<file path="config.mk">
export PLATFORM = sky130hd
export DESIGN_NAME = wb_uart_tx_flat
export DESIGN_NICKNAME = d
export VERILOG_FILES = /design/src/rtl/wb_uart_tx_if.sv /design/src/rtl/wb_uart_tx.sv /design/src/flat_wrapper.sv
export SDC_FILE = /design/constraint.sdc
export NUM_CORES = 1
export LEC_CHECK = 0
export ABC_AREA = 1
export CORE_AREA = 2 2 49 60
export CTS_BUF_LIST = sky130_fd_sc_hd__clkbuf_2
export DETAILED_ROUTE_END_ITERATION = 10
export DIE_AREA = 0 0 51 62
export PLACE_DENSITY = 0.65
export SLEW_MARGIN = 0
export SYNTH_ARGS = -nofsm -noshare
export SYNTH_HDL_FRONTEND = slang
export SYNTH_SLANG_ARGS = --single-unit
</file>
<file path="constraint.sdc">
create_clock -name clk_i -period 1.4 [get_ports clk_i]
set_input_delay 0.28 -clock clk_i [delete_from_list [all_inputs] [get_ports clk_i]]
set_output_delay 0.28 -clock clk_i [all_outputs]
set_load 0.01 [all_outputs]
</file>
<file path="src/rtl/wb_uart_tx_if.sv">
// Wishbone pipelined byte-write bus between the FIFO controller (master) and
// the UART transmitter (slave).
interface wb_uart_tx_if;
    logic       cyc_i;
    logic       stb_i;
    logic [7:0] dat_i;
    logic       stall_o;
    logic       ack_o;

    modport master (output cyc_i, stb_i, dat_i, input stall_o, ack_o);
    modport slave  (input cyc_i, stb_i, dat_i, output stall_o, ack_o);
endinterface

</file>
<file path="src/rtl/wb_uart_tx.sv">
// Wishbone pipelined device that serialises one accepted byte as an 8N1 UART
// frame on tx_o, stalling the bus while a frame is in flight.
module wb_uart_tx #(
    parameter int CLKS_PER_BIT = 4
) (
    input  logic        clk_i,
    input  logic        rst_i,
    wb_uart_tx_if.slave wb,
    output logic        tx_o,
    output logic        busy_o
);
    localparam int CW = (CLKS_PER_BIT > 1) ? $clog2(CLKS_PER_BIT) : 1;
    localparam logic [CW-1:0] CNT_LAST = CW'(CLKS_PER_BIT - 1);

    typedef enum logic [1:0] {IDLE, START, DATA, STOP} state_t;

    state_t        state_q, state_d;
    logic [CW-1:0] cnt_q, cnt_d;
    logic [2:0]    idx_q, idx_d;
    logic [7:0]    shift_q, shift_d;
    logic          tx_q, tx_d;
    logic          ack_q, ack_d;

    logic request;
    logic busy;
    logic accept;
    logic bit_done;

    assign request    = wb.cyc_i && wb.stb_i;
    assign busy       = (state_q != IDLE);
    assign accept     = request && !busy;
    assign bit_done   = (cnt_q == CNT_LAST);
    assign wb.stall_o = request && busy;
    assign wb.ack_o   = ack_q;
    assign tx_o       = tx_q;
    assign busy_o     = busy;

    always_comb begin
        state_d = state_q;
        cnt_d   = cnt_q;
        idx_d   = idx_q;
        shift_d = shift_q;
        ack_d   = 1'b0;
        tx_d    = 1'b1;

        case (state_q)
            IDLE: begin
                cnt_d = '0;
                idx_d = '0;
                if (accept) begin
                    shift_d = wb.dat_i;
                    state_d = START;
                    ack_d   = 1'b1;
                end
            end
            START: begin
                if (bit_done) begin
                    cnt_d   = '0;
                    state_d = DATA;
                end else begin
                    cnt_d = cnt_q + 1'b1;
                end
            end
            DATA: begin
                if (bit_done) begin
                    cnt_d = '0;
                    if (idx_q == 3'd7) begin
                        state_d = STOP;
                    end else begin
                        idx_d   = idx_q + 3'd1;
                        shift_d = {1'b0, shift_q[7:1]};
                    end
                end else begin
                    cnt_d = cnt_q + 1'b1;
                end
            end
            STOP: begin
                if (bit_done) begin
                    cnt_d   = '0;
                    state_d = IDLE;
                end else begin
                    cnt_d = cnt_q + 1'b1;
                end
            end
            default: state_d = IDLE;
        endcase

        // tx is derived from the next state so the line changes exactly on bit boundaries
        case (state_d)
            START:   tx_d = 1'b0;
            DATA:    tx_d = shift_d[0];
            default: tx_d = 1'b1;
        endcase
    end

    always_ff @(posedge clk_i) begin
        if (rst_i) begin
            state_q <= IDLE;
            cnt_q   <= '0;
            idx_q   <= '0;
            shift_q <= '0;
            tx_q    <= 1'b1;
            ack_q   <= 1'b0;
        end else begin
            state_q <= state_d;
            cnt_q   <= cnt_d;
            idx_q   <= idx_d;
            shift_q <= shift_d;
            tx_q    <= tx_d;
            ack_q   <= ack_d;
        end
    end

    stall_needs_request: assert property (@(posedge clk_i) wb.stall_o |-> request);
    ack_follows_accept: assert property (@(posedge clk_i) disable iff (rst_i)
        wb.ack_o |-> $past(accept));
    idle_line_high: assert property (@(posedge clk_i) disable iff (rst_i)
        (state_q == IDLE) |-> tx_q);
    counter_in_range: assert property (@(posedge clk_i) disable iff (rst_i)
        int'(cnt_q) < CLKS_PER_BIT);
endmodule

</file>
<file path="src/flat_wrapper.sv">
// flat-port wrapper written by rule: the top's interface ports become plain ports
module wb_uart_tx_flat 
#(
    parameter int CLKS_PER_BIT = 4
)
  (clk_i, rst_i, tx_o, busy_o, wb_cyc_i, wb_stb_i, wb_dat_i, wb_stall_o, wb_ack_o);
  wb_uart_tx_if wb_i ();
  input  logic clk_i;
  input  logic rst_i;
  output logic tx_o;
  output logic busy_o;
  input wire logic [$bits(wb_i.cyc_i)-1:0] wb_cyc_i;
  input wire logic [$bits(wb_i.stb_i)-1:0] wb_stb_i;
  input wire logic [$bits(wb_i.dat_i)-1:0] wb_dat_i;
  output wire logic [$bits(wb_i.stall_o)-1:0] wb_stall_o;
  output wire logic [$bits(wb_i.ack_o)-1:0] wb_ack_o;
  assign wb_i.cyc_i = wb_cyc_i;
  assign wb_i.stb_i = wb_stb_i;
  assign wb_i.dat_i = wb_dat_i;
  assign wb_stall_o = wb_i.stall_o;
  assign wb_ack_o = wb_i.ack_o;
  wb_uart_tx #(.CLKS_PER_BIT(CLKS_PER_BIT)) u_core (.clk_i(clk_i), .rst_i(rst_i), .wb(wb_i), .tx_o(tx_o), .busy_o(busy_o));
endmodule
</file>
After elaboration in Yosys (flattened, before gate mapping)

Index checks and enable logic that the tools add are counted.

Add/sub/neg operators: 2
Muxes and demuxes: 17
Reductions and logical operators: 11
Equality and inequality tests: 10
Bitwise operators: 1

Operator list:

| kind                                                   | count |
|---|---|
| 2-to-1 mux 8 bit                                       | 3 |
| case mux 8 bit (2 select lines)                        | 1 |
| 2-to-1 mux 2 bit                                       | 6 |
| equality test 2 bit (second input constant)            | 4 |
| case mux 2 bit (4 select lines)                        | 1 |
| 2-to-1 mux 3 bit                                       | 2 |
| case mux 3 bit (2 select lines)                        | 1 |
| equality test 2 x 1 -> 1 bit (second input constant)   | 2 |
| inequality test 2 x 1 -> 1 bit (second input constant) | 2 |
| case mux 2 bit (2 select lines)                        | 1 |
| AND reduction 4 bit                                    | 1 |
| nonzero test 2 bit                                     | 2 |
| adder 3 x 1 -> 3 bit (second input constant)           | 1 |
| equality test 3 bit (second input constant)            | 1 |
| logical AND 1 bit                                      | 3 |
| AND reduction 3 bit                                    | 1 |
| OR reduction 3 bit                                     | 1 |
| adder 2 x 1 -> 2 bit (second input constant)           | 1 |
| logical NOT 2 bit                                      | 1 |
| inequality test 2 bit (second input constant)          | 1 |
| case mux 1 bit (2 select lines)                        | 1 |
| OR reduction 2 bit                                     | 1 |
| logical NOT 1 bit                                      | 1 |
| 2-to-1 mux 1 bit                                       | 1 |
| NOT 1 bit                                              | 1 |

Bits of input ports: 12
Register bits: 17

Depth between registers and ports, before layout

Gate-level depths: netlist of the first run.

Depth after elaboration: 7
Gate-level depth with buffers: 10
Depth with buffers taken out: 9

Least setup slack after synthesis of the first run

OpenSTA, ideal clock, no wires.

Kind: register to register
Start point: register u_core.idx_q[0]
End point: register u_core.tx_q (netlist: u_core.tx_o)
Path slack: 67 ps
Path buffers: 1
Arrival time: 1271 ps
Setup time: 62 ps
Stages on the path, launching flop included: 11
Cells stage by stage: dfxtp_1 ha_1 ha_1 inv_1 nand2_2 nor2_4 buf_6 nand2_2 nand3_1 nand2_1 nand3_1

Word-level cells in the longest chain between the ends: 6

RTL lines:

| what                                                                       | RTL line          | text |
|---|---|---|
| from (decl)                                                                | wb_uart_tx.sv:19  | `logic [2:0] idx_q, idx_d;` |
| from (signal assigned)                                                     | wb_uart_tx.sv:107 | `idx_q <= idx_d;` |
| equality test 3 bit (*)                                                    | wb_uart_tx.sv:67  | `if (idx_q == 3'd7) begin` |
| 2-to-1 mux 2 bit                                                           | wb_uart_tx.sv:67  |  |
| 2-to-1 mux 2 bit                                                           | wb_uart_tx.sv:65  | `if (bit_done) begin` |
| case mux 2 bit (4 select lines)                                            | wb_uart_tx.sv:46  | `case (state_q)` |
| equality test 2 bit / equality test 2 x 1 -> 1 bit (equally long branches) | wb_uart_tx.sv:89  | `case (state_d)` |
| case mux 1 bit (2 select lines) (*)                                        | wb_uart_tx.sv:89  |  |
| to (signal assigned)                                                       | wb_uart_tx.sv:109 | `tx_q <= tx_d;` |
| to (decl)                                                                  | wb_uart_tx.sv:21  | `logic tx_q, tx_d;` |

Mark *: on every way between the ends. The rest lies on a longest branch, timed or not. The select of a mux whose other input is x is not followed.
A chain may end at the register's enable or synchronous reset.

Worst setup path after layout of the first run

Start point: register u_core.idx_q[0]
End point: register u_core.shift_q[1]

Word-level cells in the longest chain between the ends: 3

RTL lines:

| what                            | RTL line          | text |
|---|---|---|
| equality test 3 bit             | wb_uart_tx.sv:67  |  |
| inequality test 2 bit (no line) | -                 |  |
| AND reduction 4 bit (no line)   | -                 |  |
| to (signal assigned)            | wb_uart_tx.sv:108 | `shift_q <= shift_d;` |
| to (decl)                       | wb_uart_tx.sv:20  | `logic [7:0] shift_q, shift_d;` |

No other way between the ends.

==> results.cfg, run 1 <==
[pwr]
switchingPower_uw = 247
power_density_nw_per_um2 = 713
p_int_uw = 643
seq_power_share_pct = 57.5
pwr-share-comb_pct = 17.1
p_sw_share_pct = 27.7
ir_worst_vdd_v = 0.000282
power_uw = 890
p_clk_share_pct = 25.4
p_leak_nw = 0.548

[logic_synthesis]
synthXorXnorAreaFrac_pct = 0
syn_nets = 133
synth_simple_gate_area_share_pct = 32.2
ys_seq_area_share_pct = 39.5
synth_mux_area_share_pct = 0
synth_compound_area_share_pct = 11.2
synth_top_family_by_area = simple AND/OR/NAND/NOR gates
ys_ff_latch = 17
postSynthAreaPerCell_sq_um = 7.31
synth_cell_types = 18
synth_area_sq_um = 862
ys_warn_count = 0
synth_adder_area_share_pct = 4.35
synth_cells = 118

[sta]
final.setup.tns_ns = -0.0772
rsz0062_at_grt = yes
timing.final.ws_setup_ns = -0.0206
slew_violations = 0
relSlewSlack_pct = 85.6
period_minus_slack_ns = 1.42
finalCritPeriodShare_pct = 101
tightest_slew_ns = 0.216
hold_viol_final = 0
clock_skew_ns = 0.00289
finalSetupViolCount = 6
max_clock_freq_ghz = 0.704

[cts]
worstSkewPairLatency_ns = 0.29
path_clk_slew_ns = 0.17
cts.sinks = 17
cts_buffers = 3
max-clock-path-buffers = 2
ctsRootBufferMaster = clkbuf_2
htree_levels = 1
cts_tree = built
hold_buffers = 0

[global_routing]
gr-usage-all-layers_pct = 12.7
grt_max_degree = 12
antenna_found_initial = 0
grt_pass1_vias = 715
gr-total-overflow = 0
grt_pass1_wl_mm = 2.95

[floorplanning]
dieArea_sq_um = 3160
ios = 16
placeableCoreArea_sq_um = 2650
fp.dieH_microns = 62
std_cell_rows = 21
die_w_microns = 51
initial_core_util_pct = 32.5

[route]
ant_nets = 0
dr.pass1.iters = 4
vias = 823
post-route-drc-count = 0
wl_per_cell_microns = 11.3
totalWireLength_mm = 2.03
via_per_inst = 4.57
drt_iter0_markers = 26

[finish]
mostFrequentLayoutCells = nand2_1, inv_1, dfxtp_1
layout.nets = 162
fin_cells = 180
multiInputGateArea_sq_um = 498
fillers = 258
final_common_cell = nand2_1
n_antenna_cell = 0
regArea_sq_um = 345
area_growth_pct = 44.7
drive_gt1_share_pct = 41.8
design_area_sq_um = 1250

[placed_design]
placedCellCount = 170
post_dp_cell_area_sq_um = 1080
gp_congestion = 0.877
dp_hpwl_mm = 1.33
port_buffers = 15

[worst_setup_path]
cp_max_fo = 7
cp_num_buf_inv = 2
crit_required_ns = 1.65
cpMaxStageDelayCell = dfxtp_2
slowest_delay_ns = 0.39
cp.arrival_ns = 1.67
crit_family = simple AND/OR/NAND/NOR gates
cp-end-kind = flip-flop
path_cells = ha_4 > ha_4 > inv_2 > nand2_2 > nor2_4 > buf_12 > nor2_4 > nand2_1 > a21oi_2
cp-start-kind = flip-flop
critical_path_class = reg -> reg

[run_status]
status = finished with violations
violations = negative setup slack

[hold_path]
hold_class = reg -> reg

[run]
cap_violations = 0
## per-stage QoR
stage	setup slack [ns]	utilization, %	hold WS (ns)
detailed placement	-0.318	40.8	0.411
CTS	0.0157	43.5	0.439
finish	-0.0206	47.0	0.440
global route	-0.108	47.0	0.483
global placement	-0.297	40.8	0.407
floorplan	0.0675	-	0.353
## sequential cells by signal, summed over array words and instances, names as in the netlist
register,count
u_core.state_q,2
u_core.wb.ack_o,1
u_core.shift_q,8
u_core.tx_o,1
u_core.cnt_q,2
u_core.idx_q,3
## layout make-up
| cell class | count | area share [%] |
|---|---|---|
| repair buffers | 28 | 21.6 |
| clock buffers | 3 | 1.20 |
| inverters | 19 | 5.82 |
| clock inverters | 1 | 0.401 |
| well taps | 34 | 3.41 |
| multi-input cells | 78 | 39.9 |
| flip-flops and latches | 17 | 27.7 |
## cells by family (layout without fill, tap and decap cells)
kind of cell / Yosys count / in the layout
buffers and inverters: 23 / 51
and+or+nand+nor: 56 / 56
adders and majority gates: 3 / 3
AOI/OAI and AO/OA: 19 / 19
DFF: 17 / 17
## what timing repair did
action                                 in CTS  in global routing
pin swaps                                   5                  7
setup buffers                               3                  2
setup endpoints to repair                  15                 14
endpoints found under the hold margin       0                  0
cloned                                      0                  1
gates resized for setup                    18                 19
## layer usage
metal,global-route usage (%),vias up,wire length (microns)
met1,14.1,381,829
met4,6.95,0,23
met5,0,-,0
met2,23.7,19,1110
met3,1.44,2,61
li1,-,421,-
## worst register-to-register path: stages, from the launching register on
cell and delay [ns]:
dfxtp_2 0.39, ha_4 0.15, ha_4 0.13, inv_2 0.03, nand2_2 0.08, nor2_4 0.06
buf_12 0.13, nor2_4 0.18, nand2_1 0.10, a21oi_2 0.13
## Yosys cell counts
cell type  number  area (sq um)
nand2_1        23          86.3
inv_1          17          63.8
nand3_1         6          30.0
a31oi_1         1          6.26
nor2_4          2          22.5
nor2_2          8          50.1
nand4_1         1          6.26
o21ai_1         1          5.00
buf_6           3          33.8
nor2_1         10          37.5
nand2_2         4          25.0
nand3_2         2          20.0
clkbuf_1        1          3.75
a21oi_1        17          85.1
dfxtp_1        17           340
inv_2           1          3.75
ha_1            3          37.5
clkinv_2        1          5.00
## path summary, 6_finish.rpt
path / from / end / slack [ns] / cells after the start
setup / recovery: u_core.idx_q[0] / u_core.shift_q[1] / -0.02 / 9
hold / removal: u_core.cnt_q[0] / u_core.cnt_q[0] / 0.44 / 1
setup reg to reg: u_core.idx_q[0] / u_core.shift_q[1] / -0.02 / 9
hold reg to reg: u_core.cnt_q[0] / u_core.cnt_q[0] / 0.44 / 1
## power groups by stage
stage | registers (mW) | logic [mW] | clock network, mW
2_1_floorplan | 0.521 | 0.0794 | 0
3_3_place_gp | 0.520 | 0.140 | 0
3_5_place_dp | 0.521 | 0.144 | 0
4_1_cts | 0.511 | 0.146 | 0.238
5_1_grt | 0.514 | 0.169 | 0.263
6_report | 0.512 | 0.152 | 0.226
Power figures use the tool's default switching activity.
==> run 2, diff against run 1 <==
--- a/config.mk
+++ b/config.mk
@@ -10,7 +10,7 @@
 export CTS_BUF_LIST = sky130_fd_sc_hd__clkbuf_2
 export DETAILED_ROUTE_END_ITERATION = 10
 export DIE_AREA = 0 0 51 62
-export PLACE_DENSITY = 0.65
+export PLACE_DENSITY = 0.63
 export SLEW_MARGIN = 0
 export SYNTH_ARGS = -nofsm -noshare
 export SYNTH_HDL_FRONTEND = slang
==> constraint.sdc (replaced) <==
create_clock -name clk_i -period 1.75 [get_ports clk_i]
set_input_delay 0.35 -clock clk_i [delete_from_list [all_inputs] [get_ports clk_i]]
set_output_delay 0.35 -clock clk_i [all_outputs]
set_load 0.01 [all_outputs]
==> results.cfg, run 2 (synthesized netlist as in run 1, its figures left out) <==
[run_status]
status = complete, no violations

[worst_setup_path]
critical_path_class = in -> out
path_cells = clkdlybuf4s50_1 > nand2_1 > nor2_1 > dlygate4sd2_1
cp_num_buf_inv = 2
crit_family = buffers and inverters
cp.arrival_ns = 1.22
crit_required_ns = 1.40
slowest_delay_ns = 0.46
cp_max_fo = 2
cp-start-kind = input pin
cp-end-kind = primary output
cpMaxStageDelayCell = clkdlybuf4s50_1

[floorplanning]
fp.dieH_microns = 62
die_w_microns = 51
ios = 16
placeableCoreArea_sq_um = 2650
dieArea_sq_um = 3160
initial_core_util_pct = 32.5
std_cell_rows = 21

[cts]
worstSkewPairLatency_ns = 0.29
cts_tree = built
path_clk_slew_ns = 0.17
cts_buffers = 3
htree_levels = 1
max-clock-path-buffers = 2
cts.sinks = 17
ctsRootBufferMaster = clkbuf_2

[run]
cap_violations = 0

[sta]
finalSetupViolCount = 0
tightest_slew_ns = 0.313
relSlewSlack_pct = 79.1
hold_viol_final = 0
max_clock_freq_ghz = 0.636
slew_violations = 0
rsz0062_at_grt = no
clock_skew_ns = 0.000691
finalCritPeriodShare_pct = 89.8
period_minus_slack_ns = 1.57

[pwr]
power_density_nw_per_um2 = 642
p_sw_share_pct = 27.1
pwr-share-comb_pct = 15.8
ir_worst_vdd_v = 0.000296
p_clk_share_pct = 25.9
seq_power_share_pct = 58.3
switchingPower_uw = 189
p_int_uw = 510
p_leak_nw = 0.514

[finish]
layout.nets = 153
largestRegisters = u_core.shift_q (8), u_core.idx_q (3)
final_common_cell = nand2_1
drive_gt1_share_pct = 19.7
n_antenna_cell = 0
largest_reg_flops = 8
area_growth_pct = 26.4
mostFrequentLayoutCells = nand2_1, inv_1, a21oi_1
fin_cells = 171
design_area_sq_um = 1090
largest-register = u_core.shift_q
fin_util_pct = 41.1
fillers = 284

[global_routing]
grt_pass1_wl_mm = 2.75
grtUsageMet1_pct = 14.0
met3_usage_pct = 1.44
grt_max_degree = 12
gr-usage-all-layers_pct = 11.6
grt_pass1_vias = 687
gr-total-overflow = 0
antenna_found_initial = 0
grt_most_used_layer = met2
use_met2_pct = 20.0

[hold_path]
hold_class = reg -> reg

[placed_design]
gp_congestion = 0.819
placedCellCount = 166
post_dp_cell_area_sq_um = 1050
dp_hpwl_mm = 1.25
port_buffers = 15

[route]
vias = 759
ant_nets = 0
post-route-drc-count = 0
drt_iter0_markers = 22
wl_per_cell_microns = 9.38
via_per_inst = 4.44
totalWireLength_mm = 1.60
dr.pass1.iters = 4
run 2: changes by cell type in the layout (fill, tap and decap cells not counted), sizes merged:
| cell | before | now |
|---|---|---|
| buf | 13 | 4 |
| clkbuf | 5 | 3 |
| clkdlybuf4s50 | 11 | 13 |
| dlygate4sd2 | 2 | 1 |
| dlymetal6s2s | 0 | 1 |
run 2: worst paths after layout:
check / slack [ns] / cells after the start / from / end
setup / recovery: 0.18 / 4 / wb_cyc_i / wb_stall_o
hold / removal: 0.43 / 1 / u_core.cnt_q[0] / u_core.cnt_q[0]
setup reg to reg: 0.23 / 9 / u_core.idx_q[0] / u_core.tx_o
hold reg to reg: 0.43 / 1 / u_core.cnt_q[0] / u_core.cnt_q[0]
run 2: cell type report:
class                   count  area, sq um  share of cell area, %
repair buffers             19          194                   17.8
multi-input cells          78          417                   38.2
well taps                  34         42.5                   3.90
clock buffers               3         15.0                   1.38
inverters                  19         72.6                   6.66
flip-flops and latches     17          344                   31.6
clock inverters             1         5.00                  0.459
run 2: repair_timing:
item,CTS,global route
resized for setup,4,1
endpoints found under the hold margin,0,0
buffers inserted,0,1
hold buffers,0,0
endpoints found under the setup margin,2,1
run 2: per-stage QoR:
step / setup TNS, ns / power, mW / hold slack, ns / setup slack (ns)
after global routing: 0 / 0.741 / 0.464 / 0.107
after CTS: 0 / 0.712 / 0.439 / 0.00605
after floorplan: 0 / 0.480 / 0.398 / 0.417
after detailed placement: -0.106 / 0.530 / 0.417 / -0.106
final: 0 / 0.700 / 0.431 / 0.179
after global placement: -0.0858 / 0.528 / 0.406 / -0.0858
run 2: metal layers:
metal	share of wire, %	up-vias
met5	0	-
met4	1.4	0
met3	3.9	2
met2	49	16
met1	46	337
li1	-	404
run 2: power by group through the flow:
stage                     combinational, mW  clock, mW  sequential, mW
after floorplan                      0.0635          0           0.417
after global placement                0.111          0           0.416
after detailed placement              0.113          0           0.417
after CTS                             0.113      0.191           0.408
after global routing                  0.125      0.206           0.410
final                                 0.111      0.181           0.408
run 2: worst reg2reg max path, stage by stage, from the launching register on:
cell,delay [ns]
dfxtp_1,0.36
ha_1,0.20
ha_1,0.22
inv_1,0.07
nand2_2,0.07
nor2_4,0.27
nand2_2,0.09
nand3_1,0.09
nand2_1,0.05
nand3_1,0.06
==> run 3, diff against run 2 <==
--- a/config.mk
+++ b/config.mk
@@ -6,10 +6,10 @@
 export NUM_CORES = 1
 export LEC_CHECK = 0
 export ABC_AREA = 1
-export CORE_AREA = 2 2 49 60
+export CORE_AREA = 3 3 50 61
 export CTS_BUF_LIST = sky130_fd_sc_hd__clkbuf_2
 export DETAILED_ROUTE_END_ITERATION = 10
-export DIE_AREA = 0 0 51 62
+export DIE_AREA = 0 0 53 64
 export PLACE_DENSITY = 0.63
 export SLEW_MARGIN = 0
 export SYNTH_ARGS = -nofsm -noshare
==> results.cfg, run 3 (synthesized netlist as in run 1, its figures left out) <==
[run]
cap_violations = 0

[global_routing]
antenna_found_initial = 0
grt_pass1_wl_mm = 2.62
gr-total-overflow = 0
gr-usage-all-layers_pct = 10.4
grt_max_degree = 12
grt_pass1_vias = 668

[finish]
layout.nets = 152
area_growth_pct = 24.4
largest_reg_flops = 8
n_antenna_cell = 0
final_common_cell = nand2_1
mostFrequentLayoutCells = nand2_1, inv_1, a21oi_1
drive_gt1_share_pct = 19.9
largestRegisters = u_core.shift_q (8), u_core.idx_q (3)
largest-register = u_core.shift_q

[worst_setup_path]
rr_endpoint = u_core.tx_o
crit_start = wb_cyc_i
crit_required_ns = 1.40
critical_path_class = in -> out
cpMaxStageDelayCell = clkdlybuf4s50_1
crit_cells = 4
worst_r2r_path_depth = 9
crit_family = buffers and inverters
cp-start-kind = input pin
cp_max_fo = 2
cp_num_buf_inv = 2
path_cells = clkdlybuf4s50_1 > nand2_1 > nor2_1 > dlygate4sd2_1
cp-end-kind = primary output
cp.arrival_ns = 1.22
slowest_delay_ns = 0.45
rrSetupSlack_ns = 0.25
critPathCapture = wb_stall_o
r2r-start = u_core.idx_q[0]

[run_status]
status = complete, no violations

[cts]
cts_buffers = 3
cts.sinks = 17
max-clock-path-buffers = 2
path_clk_slew_ns = 0.15
cts_tree = built
htree_levels = 1
worstSkewPairLatency_ns = 0.29
ctsRootBufferMaster = clkbuf_2

[sta]
clock_skew_ns = 0.00340
tightest_slew_ns = 0.298
hold_viol_final = 0
rsz0062_at_grt = no
finalSetupViolCount = 0
period_minus_slack_ns = 1.57
whs_ns = 0.434
slew_violations = 0
final.setup.tns_ns = 0
finalCritPeriodShare_pct = 89.7
max_clock_freq_ghz = 0.637
relSlewSlack_pct = 80.1

[floorplanning]
die_w_microns = 53
std_cell_rows = 20
initial_core_util_pct = 34.1
ios = 16
placeableCoreArea_sq_um = 2530
dieArea_sq_um = 3390
fp.dieH_microns = 64

[route]
wl_per_cell_microns = 9.49
via_per_inst = 4.46
dr.pass1.iters = 4
dr_wl_met2_microns = 813
post-route-drc-count = 0
ant_nets = 0
drt_iter0_markers = 14
totalWireLength_mm = 1.60
drt-met1-wl_microns = 693
met3_length_microns = 69
dr.max_layer_used = met4
vias = 754

[hold_path]
hold_class = reg -> reg

[pwr]
power_density_nw_per_um2 = 647
p_leak_nw = 0.504
ir_worst_vdd_v = 0.000271

[placed_design]
port_buffers = 15
dp_hpwl_mm = 1.21
gp_congestion = 0.760
## run 3: changes by cell type in the layout (fill, tap and decap cells not counted), sizes merged
cell,previous run,this run
buf,4,3
clkbuf,3,4
clkinv,2,1
## run 3: how the worst min path moves through the flow
stage | from | to | cells after the start
floorplan | u_core.cnt_q[0] | u_core.cnt_q[0] | 1
global placement | u_core.cnt_q[0] | u_core.cnt_q[0] | 1
detailed placement | u_core.cnt_q[0] | u_core.cnt_q[0] | 1
CTS | u_core.cnt_q[0] | u_core.cnt_q[0] | 1
global route | u_core.cnt_q[0] | u_core.cnt_q[0] | 1
finish | u_core.cnt_q[0] | u_core.cnt_q[0] | 1
## run 3: final cells by class
type / count / area [sq um]
Clock buffer: 4 / 20.0
Fill cell: 264 / 1460
Inverter: 19 / 72.6
Multi-Input combinational cell: 78 / 417
Sequential cell: 17 / 348
Tap cell: 33 / 41.3
Timing Repair Buffer: 18 / 174
## run 3: per-stage QoR
stage / setup slack, ns / instance area (sq um) / std cells / total power [mW] / utilization, %
floorplan: 0.417 / 862 / 118 / 0.480 / -
global placement: -0.0890 / 1030 / 164 / 0.520 / 40.8
detailed placement: -0.104 / 1030 / 164 / 0.522 / 40.8
CTS: 0.0119 / 1070 / 169 / 0.708 / 42.3
global route: 0.129 / 1070 / 169 / 0.737 / 42.4
finish: 0.180 / 1070 / 169 / 0.693 / 42.4
## run 3: worst register-to-register path: cells and delay by family, from the launching register on
family	cells	cell delay (ns)
buffers and inverters	1	0.08
AND/OR/NAND/NOR	6	0.61
adder cells (fa/ha/maj)	2	0.42
flip-flops	1	0.35
## run 3: repair_timing
item / 4_1_cts / 5_1_grt
buffers inserted: 1 / 0
hold buffers: 0 / 0
gates resized for setup: 6 / 1
setup endpoints to repair: 2 / 1
## run 3: report_power, final
group / switching [mW] / internal, mW
logic: 0.0518 / 0.0549
clock network: 0.119 / 0.0606
registers: 0.00756 / 0.400
total: 0.178 / 0.515
## run 3: metal layers
metal	GRT usage, %	up-vias
met5	0	-
met4	7.67	0
met3	2.10	2
met2	16.9	17
met1	11.6	331
li1	-	404
